## src/rtl/alu_mdu.sv

```systemverilog
// Execute-stage ALU with an iterative multiply/divide unit and architectural HI/LO.
// Logic ops are combinational; MULT/DIV run one bit per cycle behind a start/busy/done handshake.
module alu_mdu #(
    parameter int DATA_WIDTH = 32
) (
    input  logic                  clk,
    input  logic                  rst_n,
    input  logic [DATA_WIDTH-1:0] srcA,
    input  logic [DATA_WIDTH-1:0] srcB,
    input  logic [3:0]            alu_control,
    input  logic                  start,
    output logic [DATA_WIDTH-1:0] alu_result,
    output logic                  zero,
    output logic                  overflow,
    output logic                  busy,
    output logic                  done,
    output logic [DATA_WIDTH-1:0] hi,
    output logic [DATA_WIDTH-1:0] lo
);
    localparam int W  = DATA_WIDTH;
    localparam int CW = $clog2(DATA_WIDTH);

    typedef enum logic [1:0] {IDLE, MUL, DIV, DONE} state_t;

    state_t          state_q;
    logic [CW-1:0]   cnt_q;
    logic [W-1:0]    acc_hi_q;
    logic [W-1:0]    acc_lo_q;
    logic [W-1:0]    opnd_q;
    logic [W-1:0]    hi_q;
    logic [W-1:0]    lo_q;
    logic            sign_a_q;
    logic            sign_b_q;
    logic            is_div_q;

    logic [W-1:0]    sum;
    logic [W-1:0]    diff;

    always_comb begin
        sum        = srcA + srcB;
        diff       = srcA - srcB;
        alu_result = '0;
        overflow   = 1'b0;
        case (alu_control)
            4'b0000: alu_result = srcA & srcB;
            4'b0001: alu_result = srcA | srcB;
            4'b0010: begin
                alu_result = sum;
                overflow   = (srcA[W-1] == srcB[W-1]) && (sum[W-1] != srcA[W-1]);
            end
            4'b0011: alu_result = srcA ^ srcB;
            4'b0100: alu_result = ~(srcA | srcB);
            4'b0101: alu_result = W'(srcA < srcB);
            4'b0110: begin
                alu_result = diff;
                overflow   = (srcA[W-1] != srcB[W-1]) && (diff[W-1] != srcA[W-1]);
            end
            4'b0111: alu_result = W'($signed(srcA) < $signed(srcB));
            4'b1100: alu_result = hi_q;
            4'b1101: alu_result = lo_q;
            default: alu_result = '0;
        endcase
    end

    assign zero = (alu_result == '0);

    logic            is_seq;
    logic            is_signed;
    logic            neg_a;
    logic            neg_b;
    logic [W-1:0]    abs_a;
    logic [W-1:0]    abs_b;

    always_comb begin
        is_seq    = (alu_control[3:2] == 2'b10);
        is_signed = is_seq && !alu_control[0];
        neg_a     = is_signed && srcA[W-1];
        neg_b     = is_signed && srcB[W-1];
        abs_a     = neg_a ? -srcA : srcA;
        abs_b     = neg_b ? -srcB : srcB;
    end

    // Iteration datapath: acc_hi holds partial product / remainder,
    // acc_lo holds the multiplier being consumed / dividend becoming quotient.
    logic [W:0]      mul_sum;
    logic [W:0]      div_sh;
    logic            div_ge;
    logic [W-1:0]    div_sub;
    logic [2*W-1:0]  prod_fin;
    logic [W-1:0]    quo_fin;
    logic [W-1:0]    rem_fin;

    always_comb begin
        mul_sum  = {1'b0, acc_hi_q} + (acc_lo_q[0] ? {1'b0, opnd_q} : {(W+1){1'b0}});
        div_sh   = {acc_hi_q, acc_lo_q[W-1]};
        div_ge   = (div_sh >= {1'b0, opnd_q});
        div_sub  = div_sh[W-1:0] - opnd_q;
        prod_fin = (sign_a_q ^ sign_b_q) ? -{acc_hi_q, acc_lo_q} : {acc_hi_q, acc_lo_q};
        quo_fin  = (sign_a_q ^ sign_b_q) ? -acc_lo_q : acc_lo_q;
        rem_fin  = sign_a_q ? -acc_hi_q : acc_hi_q;
    end

    always_ff @(posedge clk or negedge rst_n) begin
        if (!rst_n) begin
            state_q  <= IDLE;
            cnt_q    <= '0;
            acc_hi_q <= '0;
            acc_lo_q <= '0;
            opnd_q   <= '0;
            hi_q     <= '0;
            lo_q     <= '0;
            sign_a_q <= 1'b0;
            sign_b_q <= 1'b0;
            is_div_q <= 1'b0;
        end else begin
            case (state_q)
                IDLE: begin
                    if (start && is_seq) begin
                        sign_a_q <= neg_a;
                        sign_b_q <= neg_b;
                        is_div_q <= alu_control[1];
                        cnt_q    <= '0;
                        acc_hi_q <= '0;
                        if (alu_control[1]) begin
                            acc_lo_q <= abs_a;
                            opnd_q   <= abs_b;
                            state_q  <= DIV;
                        end else begin
                            acc_lo_q <= abs_b;
                            opnd_q   <= abs_a;
                            state_q  <= MUL;
                        end
                    end
                end
                MUL: begin
                    acc_hi_q <= mul_sum[W:1];
                    acc_lo_q <= {mul_sum[0], acc_lo_q[W-1:1]};
                    cnt_q    <= cnt_q + 1'b1;
                    if (cnt_q == CW'(W-1)) state_q <= DONE;
                end
                DIV: begin
                    acc_hi_q <= div_ge ? div_sub : div_sh[W-1:0];
                    acc_lo_q <= {acc_lo_q[W-2:0], div_ge};
                    cnt_q    <= cnt_q + 1'b1;
                    if (cnt_q == CW'(W-1)) state_q <= DONE;
                end
                DONE: begin
                    if (is_div_q) begin
                        // With a zero divisor the remainder path ends holding |srcA|,
                        // so rem_fin already reproduces the original dividend.
                        hi_q <= rem_fin;
                        lo_q <= (opnd_q == '0) ? '1 : quo_fin;
                    end else begin
                        {hi_q, lo_q} <= prod_fin;
                    end
                    state_q <= IDLE;
                end
                default: state_q <= IDLE;
            endcase
        end
    end

    assign busy = (state_q != IDLE);
    assign done = (state_q == DONE);
    assign hi   = hi_q;
    assign lo   = lo_q;

endmodule

```

## config.mk

```make
export PLATFORM = sky130hd
export DESIGN_NAME = alu_mdu
export DESIGN_NICKNAME = d
export VERILOG_FILES = /design/src/rtl/alu_mdu.sv
export SDC_FILE = /design/constraint.sdc
export NUM_CORES = 1
export LEC_CHECK = 0
export CELL_PAD_IN_SITES_DETAIL_PLACEMENT = 0
export CELL_PAD_IN_SITES_GLOBAL_PLACEMENT = 2
export CORE_UTILIZATION = 38
export CTS_BUF_LIST = sky130_fd_sc_hd__clkbuf_8
export CTS_CLUSTER_DIAMETER = 120
export DETAILED_ROUTE_END_ITERATION = 10
export GPL_ROUTABILITY_DRIVEN = 0
export PLACE_DENSITY = 0.95
export REMOVE_ABC_BUFFERS = 1
export SLEW_MARGIN = 15
export SYNTH_ARGS = -nofsm -noshare
export SYNTH_HDL_FRONTEND = slang
export SYNTH_SLANG_ARGS = --single-unit
```

## constraint.sdc

```tcl
create_clock -name clk -period 27 [get_ports clk]
set_clock_uncertainty 0.2 [all_clocks]
set_input_delay 8.1 -clock clk [delete_from_list [all_inputs] [get_ports clk]]
set_output_delay 8.1 -clock clk [all_outputs]
set_load 0.005 [all_outputs]
```

# Word level (Yosys, flattened, before mapping)
# Cells that the tools add are included.
# Widths: inputs -> output; s select.
# op_classes
muxes	24
eq_ne	20
n_bitwise	5
addsub	10
order_cmp	3
reduce_logical	19
# op_table
cell	n
$mux 32	13
$pmux 32 s10	1
$pmux 32 s3	2
$neg 32->32	4
$logic_not 32->1	2
$lt 32x32->1	2
$mux 64	1
$neg 64->64	1
$sub 32x32->32	2
$add 32x32->33	1
$ge 33x32->1	1
$add 32x32->32	1
$and 32x32->32	1
$not 32->32	1
$or 32x32->32	1
$xor 32x32->32	1
$eq 4x3->1 const B	4
$pmux 5 s2	1
$eq 4x2->1 const B	2
$eq 4x4->1 const B	2
$reduce_and 2->1	4
$eq 2x2->1 const B	3
$logic_and 1x1->1	6
$mux 2	3
18 further kinds	21
# totals
elab_cells	91
inputBits	71
output_inout_bits	100
ff_bits	170

# Logic depth before layout (Yosys ltp)
# Gate-level depths: netlist of the first run.
# depth
ltp_word	7
mapped_depth	17
depth_no_buf	15

# Worst setup path after synthesis of the first run
# No wires, ideal clock.
# synth_timing
path_kind	input to output
startpoint	input port srcA[0]
endpoint	output port zero
t_required_ns	18.700
setup_slack_ns	6.937
cell_stages	14
arrival_time_ns	11.763
path_buffers	0
path_cell_list	ha_1 inv_1 fa_1 nand2b_1 a211oi_1 o31a_1 o211ai_1 or3_4 or3b_1 nor4_2 nand4b_1 or4b_1 or4_1 nor4b_2
# synth_between
word_cells_on_any_way	10
# synth_rtl
element	line_no	text
start, declared	8	input logic [DATA_WIDTH-1:0] srcA,
$sub 32x32->32 or $add 32x32->32 (tied branches)	41, 40	
$pmux 32 s10 *	44	case (alu_control)
named net alu_result[8]	12	output logic [DATA_WIDTH-1:0] alu_result,
$logic_not 32->1 *	65	assign zero = (alu_result == '0);
end, declared	13	output logic zero,
# The timed path passes the listed nets; every way through them passes the cells marked *.

# Worst setup path after layout of the first run
# layout_timing
startpoint	input port alu_control[1]
endpoint	output port zero
# layout_between
elab_chain_len	3
word_cells_on_any_way	12
# layout_rtl
element	line_no	text
start, declared	10	input logic [3:0] alu_control,
$eq 4x4->1, or another cell as far along	44	
$pmux 32 s10 *	44	
$logic_not 32->1 *	65	
# Every way passes the cells marked *; elsewhere a longest branch is shown, timed or not.

==> metrics.md, run 1 <==
| Metric | Value |
|---|---|
| GRT met3 Usage | 3.50% |
| Final HPWL DP | 67.1 mm |
| Multi-input logic area | 15,400 sq um |
| Distinct cells, synth | 95 |
| Final core occ | 43.4% |
| Vias in the first global route | 21.1k |
| Maximum clock rate | 45.4 MHz |
| PortBufs | 170 |
| Post-Route WL | 86.0 mm |
| Top FF cell, synth | dfrtp_1 |
| P&R area growth vs syn | 12.3% |
| Ys async rst share | 100% |
| Top-area cell type share of the netlist area | 20.4% |
| Count leader, synth | nor2_1 |
| Cells after synthesis | 2,857 |
| Cell accounting for the most synthesized area | dfrtp_1 |
| TritonCTS clock tree | done |
| Worst endpoint required time | 18,700 ps |
| Share of cells above drive strength 1 | 5.50% |
| Critical Path AT | 13,730 ps |
| Gr ovfl total | 0 |
| Top cells by area, synth | dfrtp_1, ha_1, a21oi_1 |
| Met2 Use GR | 48.4% |
| Post-CTS setup buffer count | 0 |
| Most frequent cells after synthesis | nor2_1, a21oi_1, o21ai_0 |
| Fin. max-slew vios | 0 |
| Htree depth | 4 |
| Largest net degree at the start of global routing | 104 |
| Leakage | 10.1 nW |
| Die H | 236 um |
| Final Setup Violations | 0 |
| Cells after DPL | 3,573 |
| Reg clk slew, reported paths | 90 ps |
| VDD IR max | 0.0578 mV |
| PwrDens | 87.7 nW/um^2 |
| Clock Latency Late Sink | 510 ps |
| Setup CP Type | in2out |
| Die Area | 55,900 sq um |
| Final Cycle Share | 81.6% |
| CP endpoint kind | output pin |
| Min-delay worst type | reg2reg |
| Root Buffer | clkbuf_8 |
| # fillers | 5,542 |
| Nets | 3,143 |
| Number of synthesized register bits | 170 |
| Max Fanout on Critical Path | 96 |
| RSZ-0062 raised after global routing | no |
| EDFF count, synth | 0 |
| Yosys Warn Count | 0 |
| FF+latch area | 4250 sq um |
| Placed Area | 23,000 sq um |
| PostCTS Resize Cnt | 0 |
| GRT Overall Usage | 29.8% |
| Slew headroom | 23.5% |
| Initial DRC count | 2,441 |
| Design Area, Final | 23,400 sq um |
| Cts hold-fix bufs | 0 |
| Minimum clock period | 22,030 ps |
| Sequential share of the synthesized area | 20.4% |
| Die extent in x | 236 um |
| Status | complete, no violations |
| Hold Fails Final Rpt | 0 |
| Wire length per cell | 23.8 um |
| Initial core utilization | 38.6% |
| TritonCTS Buffers | 17 |
| Fin Setup TNS | 0 ps |
| Core Box Area | 54,000 sq um |
| Std cell rows | 85 |
| DRC | 0 |
| First drt pass iteration count | 9 |
| Number of vias per cell | 6.28 |
| Mapped cell area | 20,900 sq um |
| Mean post-synth cell area | 7.31 sq um |
| Vias | 22.7k |
| Sink Count | 170 |
| IO Count | 171 |
| Post-DRT Antenna Nets | 0 |
| Max Cap Viol | 0 |
| Startpoint types | input port |
| Non-filler instance count after layout | 3,607 |
| Final hold slack | 296 ps |
| CTS max path bufs | 2 |
| Initial antenna violation count | 1 |
| Slew @ Worst Pin | 1150 ps |
| First-pass GRT wire length | 129 mm |
| M1 GR Usage | 39.6% |
| GRT Max-Usage Layer | met2 |
-- layout by cell type (no fill, tap or decap), types with 27 or more instances in the layout --
| cell type | n |
|---|---|
| a21o_1 | 53 |
| a21oi_1 | 277 |
| a22oi_1 | 69 |
| a31oi_1 | 35 |
| buf_4 | 31 |
| clkdlybuf4s50_1 | 165 |
| dfrtp_1 | 170 |
| ha_1 | 170 |
| inv_1 | 151 |
| mux2_2 | 27 |
| nand2_1 | 251 |
| nand2b_1 | 28 |
| nand3_1 | 48 |
| nand4_1 | 27 |
| nor2_1 | 322 |
| nor3_1 | 69 |
| o21ai_0 | 259 |
| o31ai_1 | 30 |
| xnor2_1 | 116 |
| xor2_1 | 65 |
-- metal layers --
metal	share of wire (%)	wire [um]
met4	4.7	4010
met1	42	36000
met5	0	0
met2	46	39300
met3	7.7	6610
-- through the flow --
| step | total power [mW] | setup slack, ps |
|---|---|---|
| final | 2.06 | 4970 |
| after detailed placement | 1.83 | 5100 |
| after global placement | 1.80 | 5120 |
| after global routing | 2.21 | 4730 |
| after floorplan | 1.33 | 6940 |
| after CTS | 2.04 | 5090 |
-- where the power goes --
part / switching, mW / internal (mW)
clock: 0.102 / 0.101
combinational: 0.780 / 0.520
sequential: 0.190 / 0.362
total: 1.07 / 0.984
-- sequential cells by signal, summed over array words and instances, names as in the netlist --
signal / count
cnt_q: 5
state_q: 2
sign_b_q: 1
opnd_q: 32
acc_hi_q: 32
is_div_q: 1
sign_a_q: 1
acc_lo_q: 32
hi: 32
lo: 32
-- final timing paths --
path	startpoint	end	slack (ps)	cells past startpoint
setup / recovery	alu_control[1]	zero	4970	14
hold / removal	opnd_q[11]	opnd_q[11]	300	2
setup reg to reg	acc_lo_q[0]	acc_hi_q[29]	21470	14
hold reg to reg	opnd_q[11]	opnd_q[11]	300	2
max in group asynchronous	rst_n	hi[17]	17520	2
min in group asynchronous	rst_n	acc_hi_q[6]	7530	1
-- layout make-up --
cell class	instances	area share [%]
Inverter	153	2.45
Tap cell	696	3.71
Antenna cell	2	0.0213
Multi-Input combinational cell	2354	65.7
Clock inverter	11	0.608
Clock buffer	21	1.23
Sequential cell	170	18.1
Timing Repair Buffer	200	8.15
-- worst max-delay path, stage by stage --
cell	delay, ps
buf_4	460
buf_4	790
or4b_2	410
nor2_1	70
a221oi_1	300
o21ai_1	130
or4_1	490
or4_1	470
nor4_2	360
nand4b_1	240
or4b_1	590
or4_1	500
nor4b_2	220
clkdlybuf4s50_1	530
-- kinds of logic after synthesis --
kind of cell	after synthesis	synth area share, %
buffers and inverters	333	6.32
and+or+nand+nor	944	21.6
xor gates and xnor gates	182	7.64
muxes	52	2.69
AOI/OAI and AO/OA	1000	30.7
DFF	170	20.4
adders and majority gates	176	10.7
Note: power is estimated with default switching activity, not from simulation.
==> run 2, diff against run 1 <==
- CORE_UTILIZATION: 38 -> 32
- PLACE_DENSITY: 0.95 -> 0.89
- clock period: 27 -> 18.69 ns (I/O delays scaled with it)
==> metrics.md, run 2 (synthesis results as in run 1) <==
| Metric | Value |
|---|---|
| Min-delay worst type | reg2reg |
| Comb power frac | 64.2% (+0.9 points) |
| Max incr delay on CP | 720 ps (-70 ps) |
| Design Area, Final | 23,600 sq um (+0.72%) |
| Hold Fails Final Rpt | 0 (unchanged) |
| Commonest non-fill, non-tap cell in the layout | nor2_1 |
| Die extent in x | 257 um (+8.9%) |
| Commonest cells after routing, fill and taps aside | nor2_1, a21oi_1, o21ai_0 |
| Initial core utilization | 32.4% (-6.3 points) |
| Reg clk slew, reported paths | 100 ps (about the same) |
| Post-CTS setup buffer count | 0 (unchanged) |
| Initial antenna violation count | 2 (+1) |
| First drt pass iteration count | 6 (-3) |
| CP endpoint kind | output pin |
| PortBufs | 170 (unchanged) |
| TritonCTS Buffers | 17 (unchanged) |
| P&R area growth vs syn | 13.1% |
| DRC | 0 (unchanged) |
| Largest net degree at the start of global routing | 103 (-0.96%) |
| Fin Setup TNS | 0 ps (unchanged) |
| P_int | 1.38 mW (+40%) |
| Root Buffer | clkbuf_8 |
| Net switching power | 1.59 mW (+48%) |
| Worst endpoint required time | 12,880 ps (-5820 ps) |
| PostCTS Resize Cnt | 0 (unchanged) |
| RSZ-0062 raised after global routing | no |
| Share of cells above drive strength 1 | 5.67% (+0.17 points) |
| Htree depth | 4 (unchanged) |
| Total power | 2.97 mW (+44%) |
| Sw Ratio | 53.6% (+1.5 points) |
| Clock Power Share | 9.1% (-0.8 points) |
| Slew headroom | 26.2% (+2.7 points) |
| Minimum clock period | 17,130 ps |
| TritonCTS clock tree | done |
| Max Cap Viol | 0 (unchanged) |
| Post-Route WL | 88.9 mm (+3.5%) |
| VDD IR max | 0.0762 mV (+32%) |
| Number of vias per cell | 6.04 (-3.8%) |
| Critical Path AT | 11,320 ps (-2410 ps) |
| Max Fanout on Critical Path | 5 (-95%) |
| Gr ovfl total | 0 (unchanged) |
| Worst path most repeated cell | clkdlybuf4s50_1 |
| Post-DRT Antenna Nets | 0 (unchanged) |
| Vias | 22.8k (+0.51%) |
| Vias in the first global route | 21.5k (+1.6%) |
| GRT Overall Usage | 26.0% (-3.8 points) |
| CTS max path bufs | 2 (unchanged) |
| Die H | 257 um (+8.9%) |
| Slowest CP cell | a2111oi_2 |
| Reg2Reg Depth | 14 (unchanged) |
| Final Cycle Share | 91.6% |
| Hold Path Cell Cnt | 2 (unchanged) |
| Final Setup Violations | 0 (unchanged) |
| Core Box Area | 64,500 sq um (+19%) |
| Final HPWL DP | 69.8 mm (+4.1%) |
| Placed Area | 23,200 sq um (+0.96%) |
| IO Count | 171 (unchanged) |
| Sink Count | 170 (unchanged) |
| Std cell rows | 93 (+9.4%) |
| Setup CP Type | in2out |
| Status | complete, no violations |
| Pre-CTS setup slack | 1700 ps (-3400 ps) |
| Slew @ Worst Pin | 1110 ps (-40.2 ps) |
| Wire length per cell | 23.6 um (-0.95%) |
| Clock Latency Late Sink | 530 ps (+20 ps) |
| Leakage | 10.1 nW (-0.16%) |
| Sequential share of power | 26.7% (-0.2 points) |
| Startpoint types | input port |
| Setup ws final | 1560 ps (-3410 ps) |
| CP cell instances | clkdlybuf4s50_1 -> ha_1 -> inv_1 -> fa_1 -> nand2b_1 -> a211oi_1 -> o311ai_1 -> a2111oi_2 -> nor2_1 -> mux2i_1 -> o211ai_1 -> or3_1 -> or4b_1 -> or4_1 -> nor4b_2 -> clkdlybuf4s50_1 |
| Maximum clock rate | 58.4 MHz |
| Die Area | 66,200 sq um (+19%) |
| Cts hold-fix bufs | 0 (unchanged) |
| First-pass GRT wire length | 133 mm (+3.3%) |
| Nets | 3,146 (+0.095%) |
| Fin. max-slew vios | 0 (unchanged) |
| PwrDens | 126 nW/um^2 (+43%) |
| Initial DRC count | 2,591 (+6.1%) |
run 2: changes by cell type in the layout (fill, tap and decap cells not counted), moves of 2 or more:
| cell | previous run | this run |
|---|---|---|
| buf_4 | 31 | 34 |
| bufinv_16 | 3 | 0 |
| clkbuf_8 | 21 | 17 |
| clkinv_2 | 3 | 0 |
| clkinv_8 | 0 | 2 |
| inv_6 | 1 | 8 |
| inv_8 | 0 | 2 |
run 2: final timing paths:
path,from,endpoint,slack [ps]
worst max-delay path,srcB[0],zero,1560
worst min-delay path,opnd_q[9],opnd_q[9],300
worst max register to register,acc_lo_q[0],acc_hi_q[27],13710
worst min register to register,opnd_q[9],opnd_q[9],300
max in group asynchronous,rst_n,hi[18],11690
min in group asynchronous,rst_n,acc_hi_q[7],5010
run 2: through the flow:
| step | utilization [%] | cells | hold WS (ps) |
|---|---|---|---|
| finish | 36.6 | 3768 | 298 |
| global placement | 36.0 | 3735 | 268 |
| detailed placement | 36.0 | 3735 | 277 |
| CTS | 36.6 | 3767 | 303 |
| global route | 36.6 | 3768 | 328 |
| floorplan | - | 2677 | 250 |
run 2: area by class of cell:
type,count,area (sq um)
clock inverter,15,150
antenna,1,2.50
sequential,170,4250
fill,6803,40900
timing repair buffer,203,1930
tap,855,1070
multi-input combinational,2354,15400
clock buffer,17,234
inverter,153,574
run 2: routing by layer:
layer | part of all wire, % | wire [um] | GRT usage [%]
met1 | 42 | 37200 | 34.0
met2 | 46 | 41000 | 42.6
met3 | 7.7 | 6860 | 3.55
met4 | 4.4 | 3910 | 10.9
met5 | 0.015 | 13 | 0
run 2: power groups by stage:
stage,registers (mW),clock network (mW),logic [mW]
floorplan,0.675,0,1.24
global placement,0.785,0,1.84
detailed placement,0.790,0,1.87
CTS,0.784,0.277,1.88
global route,0.810,0.290,2.08
finish,0.792,0.269,1.91
run 2: worst max-delay path: cells and delay by family:
family / cells / cell delay (ps)
buffers and inverters: 3 / 1250
AO/OA/AOI/OAI: 4 / 1620
multiplexers: 1 / 200
adder cells (fa/ha/maj): 2 / 720
AND/OR/NAND/NOR: 6 / 1920
